--- src/rtl/ras_checkpointed_if.sv ---
`default_nettype none
// +----------------------------------------------------------------------+
// | Module      : ras_checkpointed_if                                    |
// | Description : Operation, checkpoint and status bundle for the        |
// |               checkpointed return address stack.                     |
// | Revision    : 1.0 - initial release                                  |
// +----------------------------------------------------------------------+
interface ras_checkpointed_if #(
  parameter int XLEN     = 32,
  parameter int DEPTH    = 16,
  parameter int NUM_CKPT = 8
);
  localparam int c_TW = $clog2(NUM_CKPT);
  localparam int c_CW = $clog2(DEPTH) + 1;

  logic            i_op_valid;
  logic [1:0]      i_op;
  logic [XLEN-1:0] i_push_addr;
  logic            i_ckpt_valid;
  logic [c_TW-1:0] i_ckpt_tag;
  logic            i_restore_valid;
  logic [c_TW-1:0] i_restore_tag;
  logic [XLEN-1:0] o_top_addr;
  logic            o_top_valid;
  logic [c_CW-1:0] o_count;
  logic            o_overflow;

  modport master (
    output i_op_valid, i_op, i_push_addr, i_ckpt_valid, i_ckpt_tag,
           i_restore_valid, i_restore_tag,
    input  o_top_addr, o_top_valid, o_count, o_overflow
  );

  modport slave (
    input  i_op_valid, i_op, i_push_addr, i_ckpt_valid, i_ckpt_tag,
           i_restore_valid, i_restore_tag,
    output o_top_addr, o_top_valid, o_count, o_overflow
  );
endinterface
`default_nettype wire

--- src/rtl/ras_checkpointed.sv ---
`default_nettype none
// +----------------------------------------------------------------------+
// | Module      : ras_checkpointed                                       |
// | Description : Circular return address stack with a per-branch-tag    |
// |               checkpoint file (sp, count, top entry) for repair on   |
// |               misprediction. Push, pop and pop-then-push supported.  |
// | Revision    : 1.0 - initial release                                  |
// +----------------------------------------------------------------------+
module ras_checkpointed #(
  parameter int XLEN     = 32,
  parameter int DEPTH    = 16,
  parameter int NUM_CKPT = 8
) (
  input  logic                  clk,
  input  logic                  reset,
  ras_checkpointed_if.slave     bus
);
  localparam int c_SPW = $clog2(DEPTH);
  localparam int c_CW  = c_SPW + 1;

  localparam logic [c_CW-1:0]  c_FULL     = c_CW'(DEPTH);
  localparam logic [c_CW-1:0]  c_CNT_ONE  = c_CW'(1);
  localparam logic [c_SPW-1:0] c_SP_ONE   = c_SPW'(1);
  localparam logic [1:0]       c_OP_PUSH  = 2'b00;
  localparam logic [1:0]       c_OP_POP   = 2'b01;
  localparam logic [1:0]       c_OP_SWAP  = 2'b10;

  // Live stack state
  logic [XLEN-1:0]  r_stack [DEPTH];
  logic [c_SPW-1:0] r_sp;
  logic [c_CW-1:0]  r_cnt;
  logic             r_ovf;

  // Checkpoint file, one slot per branch tag
  logic [c_SPW-1:0] r_ck_sp  [NUM_CKPT];
  logic [c_CW-1:0]  r_ck_cnt [NUM_CKPT];
  logic [XLEN-1:0]  r_ck_top [NUM_CKPT];

  logic [c_SPW-1:0] w_sp_m1;
  logic [XLEN-1:0]  w_top;
  logic             w_empty;
  logic             w_full;
  logic             w_live_op;
  logic             w_push;
  logic [c_SPW-1:0] w_rs_sp;
  logic [c_CW-1:0]  w_rs_cnt;
  logic [XLEN-1:0]  w_rs_top;

  logic [c_SPW-1:0] w_sp_nxt;
  logic [c_CW-1:0]  w_cnt_nxt;
  logic             w_ovf_nxt;
  logic             w_wr_en;
  logic [c_SPW-1:0] w_wr_idx;
  logic [XLEN-1:0]  w_wr_data;
  logic             w_ck_en;

  assign w_sp_m1  = r_sp - c_SP_ONE;
  assign w_top    = r_stack[w_sp_m1];
  assign w_empty  = (r_cnt == '0);
  assign w_full   = (r_cnt == c_FULL);

  // A restore squashes any same-cycle op (wrong-path) and checkpoint.
  assign w_live_op = bus.i_op_valid & ~bus.i_restore_valid;
  // Pop-then-push on an empty stack degenerates to a plain push.
  assign w_push    = w_live_op & ((bus.i_op == c_OP_PUSH) |
                                  ((bus.i_op == c_OP_SWAP) & w_empty));

  assign w_rs_sp  = r_ck_sp[bus.i_restore_tag];
  assign w_rs_cnt = r_ck_cnt[bus.i_restore_tag];
  assign w_rs_top = r_ck_top[bus.i_restore_tag];

  // Next-state selection: restore, otherwise checkpoint plus optional op
  always_comb begin
    w_sp_nxt  = r_sp;
    w_cnt_nxt = r_cnt;
    w_ovf_nxt = r_ovf;
    w_wr_en   = 1'b0;
    w_wr_idx  = r_sp;
    w_wr_data = bus.i_push_addr;
    w_ck_en   = 1'b0;
    if (bus.i_restore_valid) begin
      w_sp_nxt  = w_rs_sp;
      w_cnt_nxt = w_rs_cnt;
      w_ovf_nxt = 1'b0;
      w_wr_en   = (w_rs_cnt != '0);
      w_wr_idx  = w_rs_sp - c_SP_ONE;
      w_wr_data = w_rs_top;
    end else begin
      w_ck_en = bus.i_ckpt_valid;
      if (w_push) begin
        w_wr_en   = 1'b1;
        w_sp_nxt  = r_sp + c_SP_ONE;
        w_cnt_nxt = w_full ? r_cnt : r_cnt + c_CNT_ONE;
        w_ovf_nxt = r_ovf | w_full;
      end else if (w_live_op && bus.i_op == c_OP_POP && !w_empty) begin
        w_sp_nxt  = w_sp_m1;
        w_cnt_nxt = r_cnt - c_CNT_ONE;
      end else if (w_live_op && bus.i_op == c_OP_SWAP) begin
        // Non-empty swap: replace the top entry in place.
        w_wr_en  = 1'b1;
        w_wr_idx = w_sp_m1;
      end
    end
  end

  // Control state register with synchronous reset
  always_ff @(posedge clk) begin
    if (reset) begin
      r_sp  <= '0;
      r_cnt <= '0;
      r_ovf <= 1'b0;
    end else begin
      r_sp  <= w_sp_nxt;
      r_cnt <= w_cnt_nxt;
      r_ovf <= w_ovf_nxt;
    end
  end

  // Stack entry write; contents are not cleared by reset
  always_ff @(posedge clk) begin
    if (!reset && w_wr_en) begin
      r_stack[w_wr_idx] <= w_wr_data;
    end
  end

  // Checkpoint capture of the pre-operation state of this cycle
  always_ff @(posedge clk) begin
    if (!reset && w_ck_en) begin
      r_ck_sp[bus.i_ckpt_tag]  <= r_sp;
      r_ck_cnt[bus.i_ckpt_tag] <= r_cnt;
      r_ck_top[bus.i_ckpt_tag] <= w_top;
    end
  end

  assign bus.o_top_addr  = w_empty ? '0 : w_top;
  assign bus.o_top_valid = ~w_empty;
  assign bus.o_count     = r_cnt;
  assign bus.o_overflow  = r_ovf;
endmodule
`default_nettype wire

--- src/flat_wrapper.sv ---
// flat-port wrapper written by rule: the top's interface ports become plain ports
module ras_checkpointed_flat 
#(
  parameter int XLEN     = 32,
  parameter int DEPTH    = 16,
  parameter int NUM_CKPT = 8
)
  (clk, reset, bus_i_op_valid, bus_i_op, bus_i_push_addr, bus_i_ckpt_valid, bus_i_ckpt_tag, bus_i_restore_valid, bus_i_restore_tag, bus_o_top_addr, bus_o_top_valid, bus_o_count, bus_o_overflow);
  ras_checkpointed_if #(.XLEN(XLEN), .DEPTH(DEPTH), .NUM_CKPT(NUM_CKPT)) bus_i ();
  input  logic clk;
  input  logic reset;
  input wire logic [$bits(bus_i.i_op_valid)-1:0] bus_i_op_valid;
  input wire logic [$bits(bus_i.i_op)-1:0] bus_i_op;
  input wire logic [$bits(bus_i.i_push_addr)-1:0] bus_i_push_addr;
  input wire logic [$bits(bus_i.i_ckpt_valid)-1:0] bus_i_ckpt_valid;
  input wire logic [$bits(bus_i.i_ckpt_tag)-1:0] bus_i_ckpt_tag;
  input wire logic [$bits(bus_i.i_restore_valid)-1:0] bus_i_restore_valid;
  input wire logic [$bits(bus_i.i_restore_tag)-1:0] bus_i_restore_tag;
  output wire logic [$bits(bus_i.o_top_addr)-1:0] bus_o_top_addr;
  output wire logic [$bits(bus_i.o_top_valid)-1:0] bus_o_top_valid;
  output wire logic [$bits(bus_i.o_count)-1:0] bus_o_count;
  output wire logic [$bits(bus_i.o_overflow)-1:0] bus_o_overflow;
  assign bus_i.i_op_valid = bus_i_op_valid;
  assign bus_i.i_op = bus_i_op;
  assign bus_i.i_push_addr = bus_i_push_addr;
  assign bus_i.i_ckpt_valid = bus_i_ckpt_valid;
  assign bus_i.i_ckpt_tag = bus_i_ckpt_tag;
  assign bus_i.i_restore_valid = bus_i_restore_valid;
  assign bus_i.i_restore_tag = bus_i_restore_tag;
  assign bus_o_top_addr = bus_i.o_top_addr;
  assign bus_o_top_valid = bus_i.o_top_valid;
  assign bus_o_count = bus_i.o_count;
  assign bus_o_overflow = bus_i.o_overflow;
  ras_checkpointed #(.XLEN(XLEN), .DEPTH(DEPTH), .NUM_CKPT(NUM_CKPT)) u_core (.clk(clk), .reset(reset), .bus(bus_i));
endmodule
--- config.mk ---
export PLATFORM = sky130hd
export DESIGN_NAME = ras_checkpointed_flat
export DESIGN_NICKNAME = d
export VERILOG_FILES = /design/src/rtl/ras_checkpointed_if.sv /design/src/rtl/ras_checkpointed.sv /design/src/flat_wrapper.sv
export SDC_FILE = /design/constraint.sdc
export NUM_CORES = 1
export LEC_CHECK = 0
export CORE_ASPECT_RATIO = 1.4
export CORE_MARGIN = 2
export CORE_UTILIZATION = 30
export DETAILED_ROUTE_END_ITERATION = 16
export HOLD_SLACK_MARGIN = 0.1
export PLACE_DENSITY_LB_ADDON = 0.05
export SETUP_SLACK_MARGIN = 0.02
export SLEW_MARGIN = 5
export SYNTH_ARGS = -nofsm -noshare
export SYNTH_HDL_FRONTEND = slang
export SYNTH_SLANG_ARGS = --single-unit
--- constraint.sdc ---
create_clock -name clk -period 6.5 [get_ports clk]
set_input_delay 0.65 -clock clk [delete_from_list [all_inputs] [get_ports clk]]
set_output_delay 0.65 -clock clk [all_outputs]
set_load 0.1 [all_outputs]
# Word level (Yosys, flattened, before mapping)
# Memory sizes are Yosys's and may differ from the RTL's.
# Cells that the tools add are included.
totals:
  regBits: 10
  latch_bits: 0
  ram_bits: 840
  rom_bits: 0
  in_bits: 45
  out_inout_bits: 39
  elab_cells: 58
  memories: 4
memory_table:
  columns: ["memory", "depth", "width", "rd", "rd_clocked_by_memory_dff", "write_ports", "line_no", "text"]
  rows:
  - ["u_core.r_stack", 16, 32, 1, 0, 1, "ras_checkpointed.sv:29", "logic [XLEN-1:0] r_stack [DEPTH];"]
  - ["u_core.r_ck_top", 8, 32, 1, 0, 1, "ras_checkpointed.sv:37", "logic [XLEN-1:0] r_ck_top [NUM_CKPT];"]
  - ["u_core.r_ck_cnt", 8, 5, 1, 0, 1, "ras_checkpointed.sv:36", "logic [c_CW-1:0] r_ck_cnt [NUM_CKPT];"]
  - ["u_core.r_ck_sp", 8, 4, 1, 0, 1, "ras_checkpointed.sv:35", "logic [c_SPW-1:0] r_ck_sp [NUM_CKPT];"]
classes:
  add_sub_neg: 5
  mul: 0
  div_mod_pow: 0
  order_cmp: 0
  n_eq_ne: 4
  shift: 0
  muxes: 22
  bitwise_logic: 7
  reduce_logical: 13
ops:
  columns: ["operator", "count"]
  rows:
  - ["$mux 32", 2]
  - ["$mux 4", 7]
  - ["$mux 5", 4]
  - ["$mux 1", 9]
  - ["$sub 4x1->4 const B", 2]
  - ["$add 5x1->5 const B", 1]
  - ["$eq 5x5->1 const B", 1]
  - ["$logic_and 1x1->1", 5]
  - ["$logic_not 5->1", 1]
  - ["$reduce_bool 5->1", 1]
  - ["$sub 5x1->5 const B", 1]
  - ["$add 4x1->4 const B", 1]
  - ["$and 1x1->1", 3]
  - ["$ne 3x3->1 const B", 1]
  - ["$reduce_bool 3->1", 1]
  - ["$eq 2x1->1 const B", 1]
  - ["$eq 2x2->1 const B", 1]
  - ["$logic_not 1->1", 2]
  - ["$logic_not 2->1", 1]
  - ["$not 1->1", 2]
  - ["$or 1x1->1", 2]
  - ["$reduce_and 2->1", 1]
  - ["$reduce_or 2->1", 1]

# Longest topological paths before layout
# Gate-level depths: netlist of the first run.
logic_depth:
  depth_word: 10
  mapped_depth: 13
  ltp_nobuf: 11

# Least setup slack after synthesis of the first run
# OpenSTA, ideal clock, no wires.
synth_path:
  path_kind: "reg2reg"
  startpoint: "reg u_core.r_sp[0]"
  endpoint: "mem u_core.r_stack[10][0] (enable)"
  setup_ns: 0.425
  arrival_time_ns: 4.204
  required_time_ns: 6.075
  path_slack_ns: 1.871
  stages_incl_launch_ff: 13
  n_path_buf: 5
  synth_period_minus_slack_ns: 4.629
  path_cell_list: "dfxtp_1 clkbuf_1 buf_2 buf_2 inv_1 ha_1 clkbuf_1 clkbuf_1 nor2_1 o211ai_1 o311ai_1 nor4bb_1 nor2b_1"
synth_between:
  elab_chain_cells: 5
synth_lines:
  columns: ["item", "line_no", "text"]
  rows:
  - ["start: declaration", "ras_checkpointed.sv:30", "logic [c_SPW-1:0] r_sp;"]
  - ["start signal: assignment", "ras_checkpointed.sv:113", "r_sp <= w_sp_nxt;"]
  - ["$sub 4x1->4", "ras_checkpointed.sv:57", "assign w_sp_m1 = r_sp - c_SP_ONE;"]
  - ["$mux 4", "ras_checkpointed.sv:98", "end else if (w_live_op && bus.i_op == c_OP_SWAP) begin"]
  - ["$mux 4", "ras_checkpointed.sv:95", "end else if (w_live_op && bus.i_op == c_OP_POP && !w_empty) begin"]
  - ["$mux 4 *", "ras_checkpointed.sv:90", "if (w_push) begin"]
  - ["$mux 4 *", "ras_checkpointed.sv:81", "if (bus.i_restore_valid) begin"]
  - ["end: declaration", "ras_checkpointed.sv:29", null]
# Mark *: on every way between the ends. The rest lies on a longest branch, timed or not.

# Worst setup path in the final report of the first run
layout_path:
  startpoint: "reg u_core.r_sp[0]"
  endpoint: "out bus_o_top_addr[27]"
layout_between:
  elab_chain_cells: 3
layout_lines:
  columns: ["item", "line_no", "text"]
  rows:
  - ["$sub 4x1->4", "ras_checkpointed.sv:57", null]
  - ["$mem_v2 16x32", null, null]
  - ["net u_core.w_top[27]", "ras_checkpointed.sv:40", "logic [XLEN-1:0] w_top;"]
  - ["$mux 32", "ras_checkpointed.sv:135", "assign bus.o_top_addr = w_empty ? '0 : w_top;"]
  - ["end: declaration", "flat_wrapper.sv:19", "output wire logic [$bits(bus_i.o_top_addr)-1:0] bus_o_top_addr;"]
# The timed path passes the listed nets, and every way through them passes these cells.

==> run summary, run 1 <==
max-cap violations = 0
total power draw = 13.6 mW
Post-synth EDFFs = 840
hold buffer count at cts = 0
Slew @ Worst Pin = 1320 ps
Synth Cell Area = 0.0332 mm2
Fillers = 10,200
grt total ovfl = 0
antenna-violating nets left = 0
layout cells sized above 1 = 0.278
initial core utilization = 0.302
Top Ports = 84
register area share after synthesis = 0.766
initial antenna violation count = 1
die area = 0.113 mm2
total core area = 0.110 mm2
fin cells = 3,159
final setup fails = 0
startpoint types = flip-flop
predominant post-synthesis flop cell = edfxtp_1
WHS = 553 ps
PwrDens = 350 mW/mm2
top cells by area, synth = edfxtp_1 (76%), mux4_2 (16%), mux2i_1 (1.3%), nor2_1 (0.78%), a21oi_1 (0.68%)
synth unique cells = 54
Tmin final = 5640 ps
#FFs+latches synth = 850
die width = 285 um
setup bufs post-CTS = 0
vias per cell = 4.81
crit path DAT = 4990 ps
clock tree from TritonCTS = yes
Leakage = 12.0 nW
Synth area leader = edfxtp_1
H-tree depth = 3
commonest non-fill, non-tap cell in the layout = edfxtp_1
port bufs = 83
row count = 144
TritonRoute pass-1 iters = 5
DR WL/cell = 28.1 um
most frequent cells in the layout = edfxtp_1 (840), mux4_2 (241), clkbuf_16 (88), clkdlybuf4s50_1 (79), nor2_1 (51)
worst path required time = 5850 ps
Reg clk slew, reported paths = 60 ps
Final Hold Violating Endpoints = 0
vias in the first global route = 16,500
DP HPWL = 49,700 um
first-pass GRT wire length = 126,000 um
Peak supply drop = 0.000167 V
Setup TNS = 0 ps
Final GP Congestion = 0.695
Worst-Skew Late Latency = 670 ps
total number of vias = 15,200
Worst Path Class, Setup = flip-flop to primary output
Mean Syn Cell Area = 22.5 um2
Multi-input gate area = 0.00762 mm2
reg-to-reg slack, setup = 2240 ps
Die Span Y = 398 um
status = finished clean
cts repair resizes = 0
worst-case clock buffer depth = 3
Final Core Density = 0.355
clock buffer count from CTS = 87
area grow syn2layout = 17.6%
Slew HR = 0.118
TritonCTS Sinks = 850
crit share post-route = 0.867
DR iter-0 viols = 1,104
final slew viol count = 0
Worst Skew = 28.5 ps
Post-layout nets = 1,678
Synth Instances = 1,473
register area = 0.0254 mm2
Syn Nets = 1,525
RSZ-0062 raised after global routing = false
CP endpoint kind = primary output
Ys Warns = 0
final WL = 88,900 um
Async SR Flop Fraction = 0
Yosys top cell area share = 0.760
Hold Path Class = flip-flop to flip-flop
cell count after placement = 2,997
largest net degree at the start of global routing = 70
CP max FO = 51
DRC viols = 0
gr usage total = 0.159
CTS root buffer = clkbuf_16
Peak Freq = 177 MHz
[metrics by stage]
| step | setup slack (ps) | cell area, um2 |
|---|---|---|
| floorplan | 1870 | 33200 |
| global placement | 1420 | 36300 |
| detailed placement | 1390 | 36300 |
| CTS | 679 | 39000 |
| global route | 536 | 39000 |
| finish | 862 | 39000 |
[final cells by class]
cell class              instances  area share
repair buffers                140      0.0356
clock buffers                 105      0.0583
diodes                          3    0.000192
inverters                      10    0.000962
clock inverters                54      0.0109
flip-flops and latches        850       0.652
multi-input cells             537       0.195
well taps                    1460      0.0468
[synth_stat cells, types with 6 or more instances]
master / count
a21o_1: 7
xnor2_1: 7
ha_1: 6
buf_2: 26
nand3_1: 9
clkbuf_1: 39
nand2_1: 7
inv_1: 9
edfxtp_1: 840
a21oi_1: 45
nor3_1: 9
dfxtp_1: 10
mux4_2: 241
nor2_1: 69
and2_1: 33
buf_1: 8
mux2i_1: 43
[critical path, cell delays in order (launching register included)]
cell and delay, ps:
dfxtp_4 660, inv_1 150, ha_4 930, buf_12 320, mux4_2 340, mux4_2 630, and2_1 260, clkdlybuf4s50_1 990
[per-layer routing]
metal  routed length [um]  vias to the layer above  GRT usage
met2                45100                      235      0.271
met4                 1680                        0     0.0468
met3                 2620                       98     0.0190
met5                    0                        -          0
met1                39500                     8351      0.213
li1                     -                     6521          -
[where the power goes]
part / switching, mW / leakage (nW) / internal, mW
clock network: 2.08 / 1.33 / 2.73
logic: 1.69 / 3.01 / 0.714
registers: 0.0533 / 7.64 / 6.38
total: 3.82 / 12.0 / 9.82
[state kept, by name, summed over array words and instances (netlist names)]
register / cells
u_core.r_sp: 4
u_core.bus.o_count: 5
u_core.r_stack: 512
u_core.r_ck_cnt: 40
u_core.bus.o_overflow: 1
u_core.r_ck_sp: 32
u_core.r_ck_top: 256
[path summary, 6_finish.rpt]
check | start | end | depth (start not counted)
worst min register to register | u_core.bus.o_overflow$_SDFFE_PP0P_ | u_core.bus.o_overflow$_SDFFE_PP0P_ | 2
worst max register to register | u_core.r_sp[0]$_SDFFE_PP0P_ | u_core.r_stack[4][8]$_DFFE_PP_ | 9
worst max-delay path | u_core.r_sp[0]$_SDFFE_PP0P_ | bus_o_top_addr[27] | 7
worst min-delay path | u_core.bus.o_overflow$_SDFFE_PP0P_ | u_core.bus.o_overflow$_SDFFE_PP0P_ | 2
[kinds of logic (layout without fill, tap and decap cells)]
group / after synthesis / in the layout / share of synthesized area
other: 0 / 3 / 0
DFF: 850 / 850 / 0.766
adders and majority gates: 7 / 7 / 0.00287
buffers and inverters: 86 / 309 / 0.0112
and+or+nand+nor: 151 / 151 / 0.0230
AOI/OAI and AO/OA: 77 / 77 / 0.0141
xor gates and xnor gates: 13 / 13 / 0.00385
muxes: 289 / 289 / 0.179
(Power assumes the default switching activity.)
==> run 2: changes to the inputs <==
--- a/config.mk
+++ b/config.mk
@@ -16,3 +16,4 @@
 export SYNTH_ARGS = -nofsm -noshare
 export SYNTH_HDL_FRONTEND = slang
 export SYNTH_SLANG_ARGS = --single-unit
+export TNS_END_PERCENT = 5
==> results of run 2 <==
Same layout as run 1: the final DEF is identical, and so are final timing and power.
